[config.mk]
export PLATFORM = sky130hd
export DESIGN_NAME = fabric_mem_store_resp_flat
export DESIGN_NICKNAME = d
export VERILOG_FILES = /design/src/rtl/fabric_mem_store_resp_if.sv /design/src/rtl/fabric_mem_store_resp.sv /design/src/flat_wrapper.sv
export SDC_FILE = /design/constraint.sdc
export NUM_CORES = 1
export LEC_CHECK = 0
export ABC_AREA = 1
export CAP_MARGIN = 0
export CORE_AREA = 3 3 80 82
export CTS_BUF_LIST = sky130_fd_sc_hd__clkbuf_4 sky130_fd_sc_hd__clkbuf_8 sky130_fd_sc_hd__clkbuf_16
export DETAILED_ROUTE_END_ITERATION = 16
export DIE_AREA = 0 0 83 85
export PLACE_DENSITY = 0.87
export SETUP_SLACK_MARGIN = 0.2
export SLEW_MARGIN = 15
export SYNTH_ARGS = -nofsm -noshare
export SYNTH_HDL_FRONTEND = slang
export SYNTH_SLANG_ARGS = --single-unit
export TNS_END_PERCENT = 1
[constraint.sdc]
create_clock -name clk -period 3 [get_ports clk]
set_clock_uncertainty 0.05 [all_clocks]
set_input_delay 0.6 -clock clk [delete_from_list [all_inputs] [get_ports clk]]
set_output_delay 0.6 -clock clk [all_outputs]
set_load 0.05 [all_outputs]
[src/rtl/fabric_mem_store_resp_if.sv]
// Store-PE-to-memory bundle: address/data input streams, SRAM write port,
// done-token stream and sticky error flags.
interface fabric_mem_store_resp_if #(
  parameter int ELEM_WIDTH     = 32,
  parameter int ADDR_WIDTH     = 64,
  parameter int TAG_WIDTH      = 0,
  parameter int MEM_ADDR_WIDTH = 10
);
  localparam int ADDR_PW = ADDR_WIDTH + TAG_WIDTH;
  localparam int ELEM_PW = ELEM_WIDTH + TAG_WIDTH;
  localparam int DONE_PW = (TAG_WIDTH > 0) ? TAG_WIDTH : 1;

  logic                      in0_valid;
  logic                      in0_ready;
  logic [ADDR_PW-1:0]        in0_data;
  logic                      in1_valid;
  logic                      in1_ready;
  logic [ELEM_PW-1:0]        in1_data;
  logic                      mem_wr_req;
  logic                      mem_wr_ack;
  logic [MEM_ADDR_WIDTH-1:0] mem_wr_addr;
  logic [ELEM_WIDTH-1:0]     mem_wr_data;
  logic                      out0_valid;
  logic                      out0_ready;
  logic [DONE_PW-1:0]        out0_data;
  logic [1:0]                err;

  modport slave (
    input  in0_valid, in0_data, in1_valid, in1_data, mem_wr_ack, out0_ready,
    output in0_ready, in1_ready, mem_wr_req, mem_wr_addr, mem_wr_data,
           out0_valid, out0_data, err
  );

  modport master (
    output in0_valid, in0_data, in1_valid, in1_data, mem_wr_ack, out0_ready,
    input  in0_ready, in1_ready, mem_wr_req, mem_wr_addr, mem_wr_data,
           out0_valid, out0_data, err
  );
endinterface

[src/rtl/fabric_mem_store_resp.sv]
// Memory-side store responder: one SRAM word write per address/data pair, done token per store.
// Optional out-of-bounds retirement enabled by defining FABRIC_MEM_STORE_BOUNDS_CHECK_EN.
module fabric_mem_store_resp #(
  parameter int ELEM_WIDTH     = 32,
  parameter int ADDR_WIDTH     = 64,
  parameter int TAG_WIDTH      = 0,
  parameter int MEM_ADDR_WIDTH = 10,
  parameter int DONE_DEPTH     = 2
) (
  input logic                    clk,
  input logic                    rst,
  fabric_mem_store_resp_if.slave bus
);
  localparam int DONE_PW = (TAG_WIDTH > 0) ? TAG_WIDTH : 1;
  localparam int PTR_W   = (DONE_DEPTH > 1) ? $clog2(DONE_DEPTH) : 1;
  localparam int CNT_W   = $clog2(DONE_DEPTH + 1);
  localparam logic [PTR_W-1:0] PTR_LAST = PTR_W'(DONE_DEPTH - 1);
  localparam logic [CNT_W-1:0] CNT_FULL = CNT_W'(DONE_DEPTH);
`ifdef FABRIC_MEM_STORE_BOUNDS_CHECK_EN
  localparam bit BOUNDS_EN = 1'b1;
`else
  localparam bit BOUNDS_EN = 1'b0;
`endif

  typedef enum logic [0:0] {IDLE = 1'b0, WRITE = 1'b1} state_t;

  state_t                    state, state_next;
  logic [DONE_PW-1:0]        addr_tag, data_tag, tag_r, push_data;
  logic [MEM_ADDR_WIDTH-1:0] addr_r;
  logic [ELEM_WIDTH-1:0]     data_r;
  logic                      req_r;
  logic [1:0]                err_r;
  logic                      addr_high, oob, mismatch, full, can_accept, push, pop;
  logic [DONE_PW-1:0]        fifo [DONE_DEPTH];
  logic [PTR_W-1:0]          head, tail;
  logic [CNT_W-1:0]          count;

  function automatic logic [PTR_W-1:0] ptr_inc(input logic [PTR_W-1:0] p);
    return (p == PTR_LAST) ? {PTR_W{1'b0}} : p + PTR_W'(1);
  endfunction

  generate
    if (TAG_WIDTH > 0) begin : g_tag
      assign addr_tag = bus.in0_data[ADDR_WIDTH +: TAG_WIDTH];
      assign data_tag = bus.in1_data[ELEM_WIDTH +: TAG_WIDTH];
    end else begin : g_notag
      assign addr_tag = 1'b0;
      assign data_tag = 1'b0;
    end
    if (MEM_ADDR_WIDTH < ADDR_WIDTH) begin : g_high
      assign addr_high = |bus.in0_data[ADDR_WIDTH-1:MEM_ADDR_WIDTH];
    end else begin : g_nohigh
      assign addr_high = 1'b0;
    end
  endgenerate

  assign oob      = BOUNDS_EN && addr_high;
  assign mismatch = (addr_tag != data_tag);
  assign full     = (count == CNT_FULL);
  assign pop      = (count != {CNT_W{1'b0}}) && bus.out0_ready;

  // FSM state register
  always_ff @(posedge clk or posedge rst) begin
    if (rst) state <= IDLE;
    else     state <= state_next;
  end

  // Next-state, capture and done-token push decode
  always_comb begin
    state_next = state;
    can_accept = 1'b0;
    push       = 1'b0;
    push_data  = tag_r;
    case (state)
      IDLE: begin
        can_accept = !rst && bus.in0_valid && bus.in1_valid && !full;
        if (can_accept && !mismatch && oob) begin
          // out-of-bounds store retires immediately without touching memory
          push      = 1'b1;
          push_data = addr_tag;
        end else if (can_accept && !mismatch) begin
          state_next = WRITE;
        end else begin
          state_next = IDLE;
        end
      end
      WRITE: begin
        if (bus.mem_wr_ack) begin
          push       = 1'b1;
          state_next = IDLE;
        end else begin
          state_next = WRITE;
        end
      end
      default: state_next = IDLE;
    endcase
  end

  // Latched write request, address/data/tag and sticky error flags
  always_ff @(posedge clk or posedge rst) begin
    if (rst) begin
      req_r  <= 1'b0;
      addr_r <= {MEM_ADDR_WIDTH{1'b0}};
      data_r <= {ELEM_WIDTH{1'b0}};
      tag_r  <= {DONE_PW{1'b0}};
      err_r  <= 2'b00;
    end else begin
      req_r <= (state_next == WRITE);
      if (can_accept) begin
        addr_r <= bus.in0_data[MEM_ADDR_WIDTH-1:0];
        data_r <= bus.in1_data[ELEM_WIDTH-1:0];
        tag_r  <= addr_tag;
        if (mismatch) err_r[0] <= 1'b1;
        else if (oob) err_r[1] <= 1'b1;
      end
    end
  end

  // Done-token circular FIFO; space was reserved at capture so push never overflows
  always_ff @(posedge clk or posedge rst) begin
    if (rst) begin
      head  <= {PTR_W{1'b0}};
      tail  <= {PTR_W{1'b0}};
      count <= {CNT_W{1'b0}};
      for (int i = 0; i < DONE_DEPTH; i++) fifo[i] <= {DONE_PW{1'b0}};
    end else begin
      if (push) begin
        fifo[tail] <= push_data;
        tail       <= ptr_inc(tail);
      end
      if (pop) head <= ptr_inc(head);
      case ({push, pop})
        2'b10:   count <= count + CNT_W'(1);
        2'b01:   count <= count - CNT_W'(1);
        default: count <= count;
      endcase
    end
  end

  assign bus.in0_ready   = can_accept;
  assign bus.in1_ready   = can_accept;
  assign bus.mem_wr_req  = req_r;
  assign bus.mem_wr_addr = addr_r;
  assign bus.mem_wr_data = data_r;
  assign bus.out0_valid  = (count != {CNT_W{1'b0}});
  assign bus.out0_data   = fifo[head];
  assign bus.err         = err_r;
endmodule

[src/flat_wrapper.sv]
// flat-port wrapper written by rule: the top's interface ports become plain ports
module fabric_mem_store_resp_flat 
#(
  parameter int ELEM_WIDTH     = 32,
  parameter int ADDR_WIDTH     = 64,
  parameter int TAG_WIDTH      = 0,
  parameter int MEM_ADDR_WIDTH = 10,
  parameter int DONE_DEPTH     = 2
)
  (clk, rst, bus_in0_valid, bus_in0_data, bus_in1_valid, bus_in1_data, bus_mem_wr_ack, bus_out0_ready, bus_in0_ready, bus_in1_ready, bus_mem_wr_req, bus_mem_wr_addr, bus_mem_wr_data, bus_out0_valid, bus_out0_data, bus_err);
  fabric_mem_store_resp_if #(.ELEM_WIDTH(ELEM_WIDTH), .ADDR_WIDTH(ADDR_WIDTH), .TAG_WIDTH(TAG_WIDTH), .MEM_ADDR_WIDTH(MEM_ADDR_WIDTH)) bus_i ();
  input logic clk;
  input logic rst;
  input wire logic [$bits(bus_i.in0_valid)-1:0] bus_in0_valid;
  input wire logic [$bits(bus_i.in0_data)-1:0] bus_in0_data;
  input wire logic [$bits(bus_i.in1_valid)-1:0] bus_in1_valid;
  input wire logic [$bits(bus_i.in1_data)-1:0] bus_in1_data;
  input wire logic [$bits(bus_i.mem_wr_ack)-1:0] bus_mem_wr_ack;
  input wire logic [$bits(bus_i.out0_ready)-1:0] bus_out0_ready;
  output wire logic [$bits(bus_i.in0_ready)-1:0] bus_in0_ready;
  output wire logic [$bits(bus_i.in1_ready)-1:0] bus_in1_ready;
  output wire logic [$bits(bus_i.mem_wr_req)-1:0] bus_mem_wr_req;
  output wire logic [$bits(bus_i.mem_wr_addr)-1:0] bus_mem_wr_addr;
  output wire logic [$bits(bus_i.mem_wr_data)-1:0] bus_mem_wr_data;
  output wire logic [$bits(bus_i.out0_valid)-1:0] bus_out0_valid;
  output wire logic [$bits(bus_i.out0_data)-1:0] bus_out0_data;
  output wire logic [$bits(bus_i.err)-1:0] bus_err;
  assign bus_i.in0_valid = bus_in0_valid;
  assign bus_i.in0_data = bus_in0_data;
  assign bus_i.in1_valid = bus_in1_valid;
  assign bus_i.in1_data = bus_in1_data;
  assign bus_i.mem_wr_ack = bus_mem_wr_ack;
  assign bus_i.out0_ready = bus_out0_ready;
  assign bus_in0_ready = bus_i.in0_ready;
  assign bus_in1_ready = bus_i.in1_ready;
  assign bus_mem_wr_req = bus_i.mem_wr_req;
  assign bus_mem_wr_addr = bus_i.mem_wr_addr;
  assign bus_mem_wr_data = bus_i.mem_wr_data;
  assign bus_out0_valid = bus_i.out0_valid;
  assign bus_out0_data = bus_i.out0_data;
  assign bus_err = bus_i.err;
  fabric_mem_store_resp #(.ELEM_WIDTH(ELEM_WIDTH), .ADDR_WIDTH(ADDR_WIDTH), .TAG_WIDTH(TAG_WIDTH), .MEM_ADDR_WIDTH(MEM_ADDR_WIDTH), .DONE_DEPTH(DONE_DEPTH)) u_core (.clk(clk), .rst(rst), .bus(bus_i));
endmodule
== Word-level counts from Yosys, hierarchy flattened ==
Cells that the tools add are included.
W data, S select, Z words.
Word-level totals
  input port bits: 102
  output and inout bits: 49
  word-level logic and storage cells: 46
  register bits: 49
Cells by class
  $add $sub $neg: 4
  multiplexer cells: 14
  bitwise gates (word level): 5
  equality and inequality tests: 3
  reduce and logical (&&, ||, !) cells: 9
  order comparisons: 3
Operators with widths (count)
  $mux W1: 10
  $logic_and A1 B1 Y1: 5
  $eq A2 B2 Y1 const B: 2
  $ge A2 B2 Y1 const B: 2
  $not A1 Y2: 2
  $pmux W1 S2: 2
  $pmux W2 S2: 1
  $reduce_bool A2 Y1: 2
  $add A1 B1 Y1 const B: 2
  $add A2 B1 Y2 const B: 1
  $and A2 B2 Y2: 1
  $eq A2 B1 Y1 const B: 1
  $logic_not A1 Y1: 2
  $lt A2 B1 Y1 const B: 1
  $not A2 Y2: 1
  $sub A2 B1 Y2 const B: 1
  $demux W1 S1: 1
  $not A1 Y1: 1

== Longest topological paths before layout ==
Gate-level depths: netlist (run 1).
  word-level depth: 7
  depth in mapped cells: 10

== Worst setup path after synthesis (run 1) ==
No wires, ideal clock.
  kind: flip-flop to output port
  from: reg u_core.state
  to: out bus_in1_ready
  data arrival time: 1.748 ns
  stages on the path, launching flop included: 6
  path buffers: 2
  slack: 0.602 ns
  cell sequence: dfrtp_1 nor2_4 nand3_4 buf_2 inv_1 buf_4
On the way
  longest elaborated chain between the ends: 1
Ends and longest elaborated chain
  start: declaration: line fabric_mem_store_resp.sv:27  | state_t state, state_next;
  start signal: assignment: line fabric_mem_store_resp.sv:65  | else state <= state_next;
  $mux W1: line fabric_mem_store_resp.sv:74  | case (state)
  end: declaration: line flat_wrapper.sv:21  | output wire logic [$bits(bus_i.in1_ready)-1:0] bus_in1_ready;
No other way between the ends.

== Final worst setup path (run 1) ==
  from: reg u_core.head
  to: out bus_out0_data
On the way
  longest elaborated chain between the ends: 4
Ends and longest elaborated chain
  start: declaration: line fabric_mem_store_resp.sv:35  | logic [PTR_W-1:0] head, tail;
  start signal: assignment: line fabric_mem_store_resp.sv:122  | head <= {PTR_W{1'b0}};
  start signal: assignment: line fabric_mem_store_resp.sv:131  | if (pop) head <= ptr_inc(head);
  $not A1 Y2 (not written as such): line fabric_mem_store_resp.sv:146  | assign bus.out0_data = fifo[head];
  $mux W1 (not written as such) (3 in series): line fabric_mem_store_resp.sv:146
  end: declaration: line flat_wrapper.sv:26  | output wire logic [$bits(bus_i.out0_data)-1:0] bus_out0_data;
No other way between the ends. The select of a mux whose other input is x is not followed.

==> flow_metrics.env, run 1 <==
export IMPL_drtAntennaViolNets=0
export IMPL_clock_latency_ns=0.29
export IMPL_gp_congestion=0.7789
export IMPL_switching_power_mw=1.896
export IMPL_p_clk_share_pct=12.7
export IMPL_cts_max_path_buffers=2
export IMPL_cpPeakStageDelay_ns=0.83
export IMPL_worst_slack_ns=0.6189
export IMPL_rows=28
export IMPL_multi_input_area_um2=728.2
export IMPL_synthXorXnorAreaFrac_pct=0.8353
export IMPL_grt_overflow_total=0
export IMPL_routedWlPerCell_um=14.30
export IMPL_period_share_pct=79.37
export IMPL_syn_to_final_growth_pct=52.15
export IMPL_peakVddDrop_v=0.0005255
export IMPL_cts_resized=0
export IMPL_place_ws_ns=0.7722
export IMPL_place_area_um2=3070
export IMPL_layout_drive_gt1_share_pct=6.231
export IMPL_die_h_um=85
export IMPL_setup_tns_ns=0
export IMPL_drcViolationCount=0
export IMPL_cts_buffers=5
export IMPL_p_total_mw=3.838
export IMPL_maxCapViolCount=0
export IMPL_combPwrFrac_pct=57.5
export IMPL_synthCells=232
export IMPL_intPower_mw=1.942
export IMPL_grt_use_total_pct=16.37
export IMPL_synth_top_family_by_area="simple AND/OR/NAND/NOR gates"
export IMPL_antenna_cells=0
export IMPL_crit_type="reg -> out"
export IMPL_grt_pass1_wl_um=9404
export IMPL_cp_start_kind="register"
export IMPL_wl_um=5663
export IMPL_place_hpwl_um=3867
export IMPL_clockRootBuffer="clkbuf_8"
export IMPL_clk_pin_slew_ns=0.09
export IMPL_syn_area_um2=2097
export IMPL_switching_share_pct=49.40
export IMPL_dp_cells=388
export IMPL_cp_data_required_time_ns=2.35
export IMPL_synth_cell_types=20
export IMPL_grt_setup_unrepaired="false"
export IMPL_synth_compound_area_share_pct=1.014
export IMPL_grt_max_degree=44
export IMPL_final_cell_mix="nand2_1 (96), clkdlybuf4s50_1 (92), dfrtp_1 (49)"
export IMPL_worst_setup_path_end_kind="primary output"
export IMPL_grt_pass1_vias=1965
export IMPL_numPortBuffers=94
export IMPL_vias=1936
export IMPL_htreeDepth=2
export IMPL_synth_adder_area_share_pct=0.5967
export IMPL_instances_no_fill=396
export IMPL_yosysSeqAreaShare_pct=58.47
export IMPL_yosys_warnings=0
export IMPL_antenna_found_initial=0
export IMPL_fmax_ghz=0.4200
export IMPL_syn_area_per_cell_um2=9.039
export IMPL_critPathArrivalTime_ns=1.73
export IMPL_cp_max_fo=4
export IMPL_cellPowerDensity_nw_per_um2=1203
export IMPL_slowest_stage="clkdlybuf4s50_1"
export IMPL_utilization_pct=54.86
export IMPL_period_needed_ns=2.381
export IMPL_hold_class="reg -> reg"
export IMPL_regArea_um2=1226
export IMPL_core_area_um2=5816
export IMPL_cts_hold_buf=0
export IMPL_drtIter0Drc=112
export IMPL_postCtsSetupRepairBufs=0
export IMPL_relSlewSlack_pct=65.08
export IMPL_p_leak_nw=1.541
export IMPL_final_common_cell="nand2_1"
export IMPL_synth_seq_cells=49
export IMPL_viasPerCell=4.889
export IMPL_status="completed"
export IMPL_die_x_um=83
export IMPL_nFillCells=528
export IMPL_cts_tree="done"
export IMPL_pin_count=151
export IMPL_seqPwrFrac_pct=29.7
export IMPL_finalMaxSlewViolations=0
export IMPL_path_cells="o21ai_0 > clkdlybuf4s50_1"
export IMPL_clock_sinks=49
export IMPL_synth_area_mux_share_pct=0
export IMPL_tightest_slew_ns=0.5221
export IMPL_start_util_pct=36.06
export IMPL_synthSimpleGateAreaFrac_pct=31.92
export IMPL_report_final_hold_viol_count=0
export IMPL_fin_area_um2=3191
export IMPL_setup_violations_final=0
export IMPL_fin_hold_ws_ns=0.4340
export IMPL_drtPass1Iterations=4
export IMPL_layout_nets=423
export IMPL_design_die_area_um2=7055
[per-layer routing]
layer	track usage (%)	part of all wire (%)
met2	30.10	51
met5	0	0
met1	18.65	42
met3	5.340	6.7
met4	3.269	0.71
[final cells by class]
| cell class | count | area share (%) |
|---|---|---|
| clock buffer | 7 | 2.824 |
| clock inverter | 1 | 0.9412 |
| inverter | 13 | 1.529 |
| multi-input combinational | 152 | 22.82 |
| sequential | 49 | 38.43 |
| tap | 75 | 2.941 |
| timing repair buffer | 99 | 30.51 |
[cells in the mapped netlist]
master	count	area, µm²
o21ai_0	3	15.01
nor2_4	1	11.26
nand3_1	1	5.000
clkbuf_1	2	7.510
buf_2	12	60.06
xor2_1	1	8.760
clkinv_1	1	3.750
ha_1	1	12.51
conb_1	1	3.750
buf_4	3	22.52
inv_1	11	41.29
nand4_1	43	269.0
buf_1	2	7.510
nand2_1	96	360.4
inv_2	1	3.750
nand2_2	1	6.260
nand3_4	1	17.52
xnor2_1	1	8.760
dfrtp_1	49	1226
a31oi_1	1	6.260
[path summary, 6_finish.rpt]
path	start	slack, ns	cells after the start	end
worst max register to register	u_core.count[0]	1.54	9	u_core.count[1]
worst min register to register	u_core.bus.mem_wr_data[22]	0.43	2	u_core.bus.mem_wr_data[22]
max in group asynchronous	rst	1.52	3	u_core.bus.mem_wr_data[31]
worst max-delay path	u_core.head	0.62	2	bus_out0_data
min in group asynchronous	rst	0.64	2	u_core.bus.mem_wr_addr[0]
worst min-delay path	u_core.bus.mem_wr_data[22]	0.43	2	u_core.bus.mem_wr_data[22]
[registers in the layout, summed over array words and instances, names as in the netlist]
| name | count |
|---|---|
| u_core.head | 1 |
| u_core.count | 2 |
| u_core.fifo | 2 |
| u_core.bus.mem_wr_addr | 10 |
| u_core.bus.mem_wr_data | 32 |
| u_core.tail | 1 |
| u_core.state | 1 |
[cell families after synthesis]
logic type               count (synthesis)
AND/OR/NAND/NOR                        143
adder cells (fa/ha/maj)                  1
XOR/XNOR                                 2
buffers and inverters                   32
other                                    1
flip-flops                              49
AO/OA/AOI/OAI                            4
[worst max-delay path: cells and delay by family, from the launching register on]
family          cells  cell delay, ns
buf+inv             1            0.83
flops               1            0.42
compound gates      1            0.19
[power by group through the flow]
stage	logic (mW)	registers (mW)	clock network [mW]
floorplan	0.505	2.09	0
global placement	2.18	1.14	0
detailed placement	2.22	1.15	0
CTS	2.23	1.14	0.509
global route	2.33	1.18	0.532
finish	2.21	1.14	0.488
Power figures use the tool's default switching activity.
==> run 2, diff against run 1 <==
--- a/config.mk
+++ b/config.mk
@@ -7,11 +7,11 @@
 export LEC_CHECK = 0
 export ABC_AREA = 1
 export CAP_MARGIN = 0
-export CORE_AREA = 3 3 80 82
+export CORE_AREA = 3 3 87 89
 export CTS_BUF_LIST = sky130_fd_sc_hd__clkbuf_4 sky130_fd_sc_hd__clkbuf_8 sky130_fd_sc_hd__clkbuf_16
 export DETAILED_ROUTE_END_ITERATION = 16
-export DIE_AREA = 0 0 83 85
-export PLACE_DENSITY = 0.87
+export DIE_AREA = 0 0 90 92
+export PLACE_DENSITY = 0.78
 export SETUP_SLACK_MARGIN = 0.2
 export SLEW_MARGIN = 15
 export SYNTH_ARGS = -nofsm -noshare
==> constraint.sdc (replaced) <==
create_clock -name clk -period 2.1 [get_ports clk]
set_clock_uncertainty 0.05 [all_clocks]
set_input_delay 0.42 -clock clk [delete_from_list [all_inputs] [get_ports clk]]
set_output_delay 0.42 -clock clk [all_outputs]
set_load 0.05 [all_outputs]
==> flow_metrics.env, run 2 (synthesis results as in run 1) <==
export IMPL_layout_nets=424
export IMPL_largest_register_ffs=32
export IMPL_drtIter0Drc=92
export IMPL_hold_class="reg -> reg"
export IMPL_grt_overflow_total=0
export IMPL_core_area_um2=6832
export IMPL_die_h_um=92
export IMPL_setup_violations_final=0
export IMPL_clock_sinks=49
export IMPL_finalMaxSlewViolations=0
export IMPL_drtAntennaViolNets=0
export IMPL_syn_to_final_growth_pct=54.00
export IMPL_maxCapViolCount=0
export IMPL_path_cells="clkdlybuf4s50_1"
export IMPL_grt_busiest_layer="met2"
export IMPL_antenna_cells=0
export IMPL_cp_data_required_time_ns=1.63
export IMPL_setup_tns_ns=0
export IMPL_multi_input_area_um2=728.2
export IMPL_tightest_slew_ns=0.5348
export IMPL_hp_start="u_core.bus.mem_wr_addr[6]"
export IMPL_critPathArrivalTime_ns=1.48
export IMPL_reg2reg_depth=9
export IMPL_start_util_pct=30.70
export IMPL_grt_use_total_pct=13.62
export IMPL_routedWlPerCell_um=13.62
export IMPL_peakVddDrop_v=0.0007048
export IMPL_rr_endpoint="u_core.count[1]"
export IMPL_place_hpwl_um=3831
export IMPL_r2r_start="u_core.count[0]"
export IMPL_layout_drive_gt1_share_pct=7.764
export IMPL_pin_count=151
export IMPL_dp_cells=410
export IMPL_cellPowerDensity_nw_per_um2=1687
export IMPL_grt_pass1_wl_um=9315
export IMPL_grt_pass1_vias=1872
export IMPL_numPortBuffers=94
export IMPL_fmax_ghz=0.5122
export IMPL_cts_tree="done"
export IMPL_viasPerCell=4.653
export IMPL_vias=1945
export IMPL_final_cell_mix="nand2_1 (96), clkdlybuf4s50_1 (88), dfrtp_1 (48)"
export IMPL_cp_max_fo=2
export IMPL_report_final_hold_viol_count=0
export IMPL_slowest_stage="clkdlybuf4s50_1"
export IMPL_cp_top_family="buffers and inverters"
export IMPL_nFillCells=649
export IMPL_wl_um=5694
export IMPL_p_leak_nw=1.556
export IMPL_crit_type="reg -> out"
export IMPL_cpPeakStageDelay_ns=0.81
export IMPL_gp_congestion=0.7439
export IMPL_rows=30
export IMPL_use_met3_pct=4.020
export IMPL_grt_setup_unrepaired="true"
export IMPL_grt_use_met2_pct=21.72
export IMPL_antenna_found_initial=0
export IMPL_holdPathEnd="u_core.bus.mem_wr_addr[6]"
export IMPL_cts_max_path_buffers=2
export IMPL_die_x_um=90
export IMPL_period_share_pct=92.96
export IMPL_cp_num_buf_inv=1
export IMPL_regArea_um2=1227
export IMPL_final_common_cell="nand2_1"
export IMPL_hold_depth=2
export IMPL_design_die_area_um2=8280
export IMPL_worst_setup_path_end_kind="primary output"
export IMPL_status="completed"
export IMPL_clk_pin_slew_ns=0.09
export IMPL_cts_hold_buf=0
export IMPL_relSlewSlack_pct=64.23
export IMPL_clockRootBuffer="clkbuf_8"
export IMPL_regToRegSetupSlack_ns=0.66
export IMPL_cts_buffers=5
export IMPL_clock_latency_ns=0.30
export IMPL_drcViolationCount=0
export IMPL_drtPass1Iterations=4
export IMPL_path_depth=1
export IMPL_htreeDepth=2
export IMPL_period_needed_ns=1.952
export IMPL_use_met1_pct=18.31
export IMPL_cp_start_kind="register"
export IMPL_grt_max_degree=44
export IMPL_instances_no_fill=418
run 2: how the worst max path moves through the flow:
stage                                    from                  to  slack (ns)
CTS                 u_core.bus.mem_wr_data[0]  bus_mem_wr_data[0]        0.13
global route        u_core.bus.mem_wr_addr[9]  bus_mem_wr_addr[9]        0.09
global placement                bus_in1_valid       bus_in0_ready        0.17
finish              u_core.bus.mem_wr_addr[7]  bus_mem_wr_addr[7]        0.15
floorplan                        u_core.state       bus_in1_ready        0.15
detailed placement              bus_in0_valid       bus_in0_ready        0.17
run 2: stage by stage:
stage               utilization, %  setup slack, ns  area (µm²)  total power, mW  hold slack (ns)
floorplan                        -           0.1466        2110            3.707           0.4090
global placement             45.62           0.1720        3117            4.765           0.4110
detailed placement           45.62           0.1653        3117            4.817           0.4164
global route                 47.27          0.09361        3229            5.728           0.4514
CTS                          47.23           0.1255        3227            5.511           0.4406
finish                       47.27           0.1478        3229            5.448           0.4314
run 2: power by group:
| group | internal, mW | leakage, nW | switching (mW) |
|---|---|---|---|
| registers | 1.37 | 0.612 | 0.246 |
| logic | 0.997 | 0.886 | 2.16 |
| clock network | 0.367 | 0.0586 | 0.303 |
| total | 2.74 | 1.56 | 2.71 |
run 2: routing by layer:
layer  part of all wire, %  routed length [µm]
met3                   7.2                 410
met2                    47                2676
met5                     0                   0
met1                    45                2573
met4                  0.60                  34
run 2: tightest hold or removal path, stage by stage (launching register included):
cell and delay [ns]:
dfrtp_1 0.35, nand2_1 0.05, nand2_1 0.06
run 2: cell type report:
class                   count  share of cell area, %
repair buffers            100                  30.65
clock buffers               6                  2.363
inverters                  13                  1.627
well taps                  96                  3.719
clock inverters             2                  1.085
flip-flops and latches     49                  38.01
multi-input cells         152                  22.55
run 2: repair_timing:
action	CTS	global route
resized for setup	1	1
buffers inserted	0	0
setup endpoints to repair	45	44
endpoints found under the hold margin	0	0
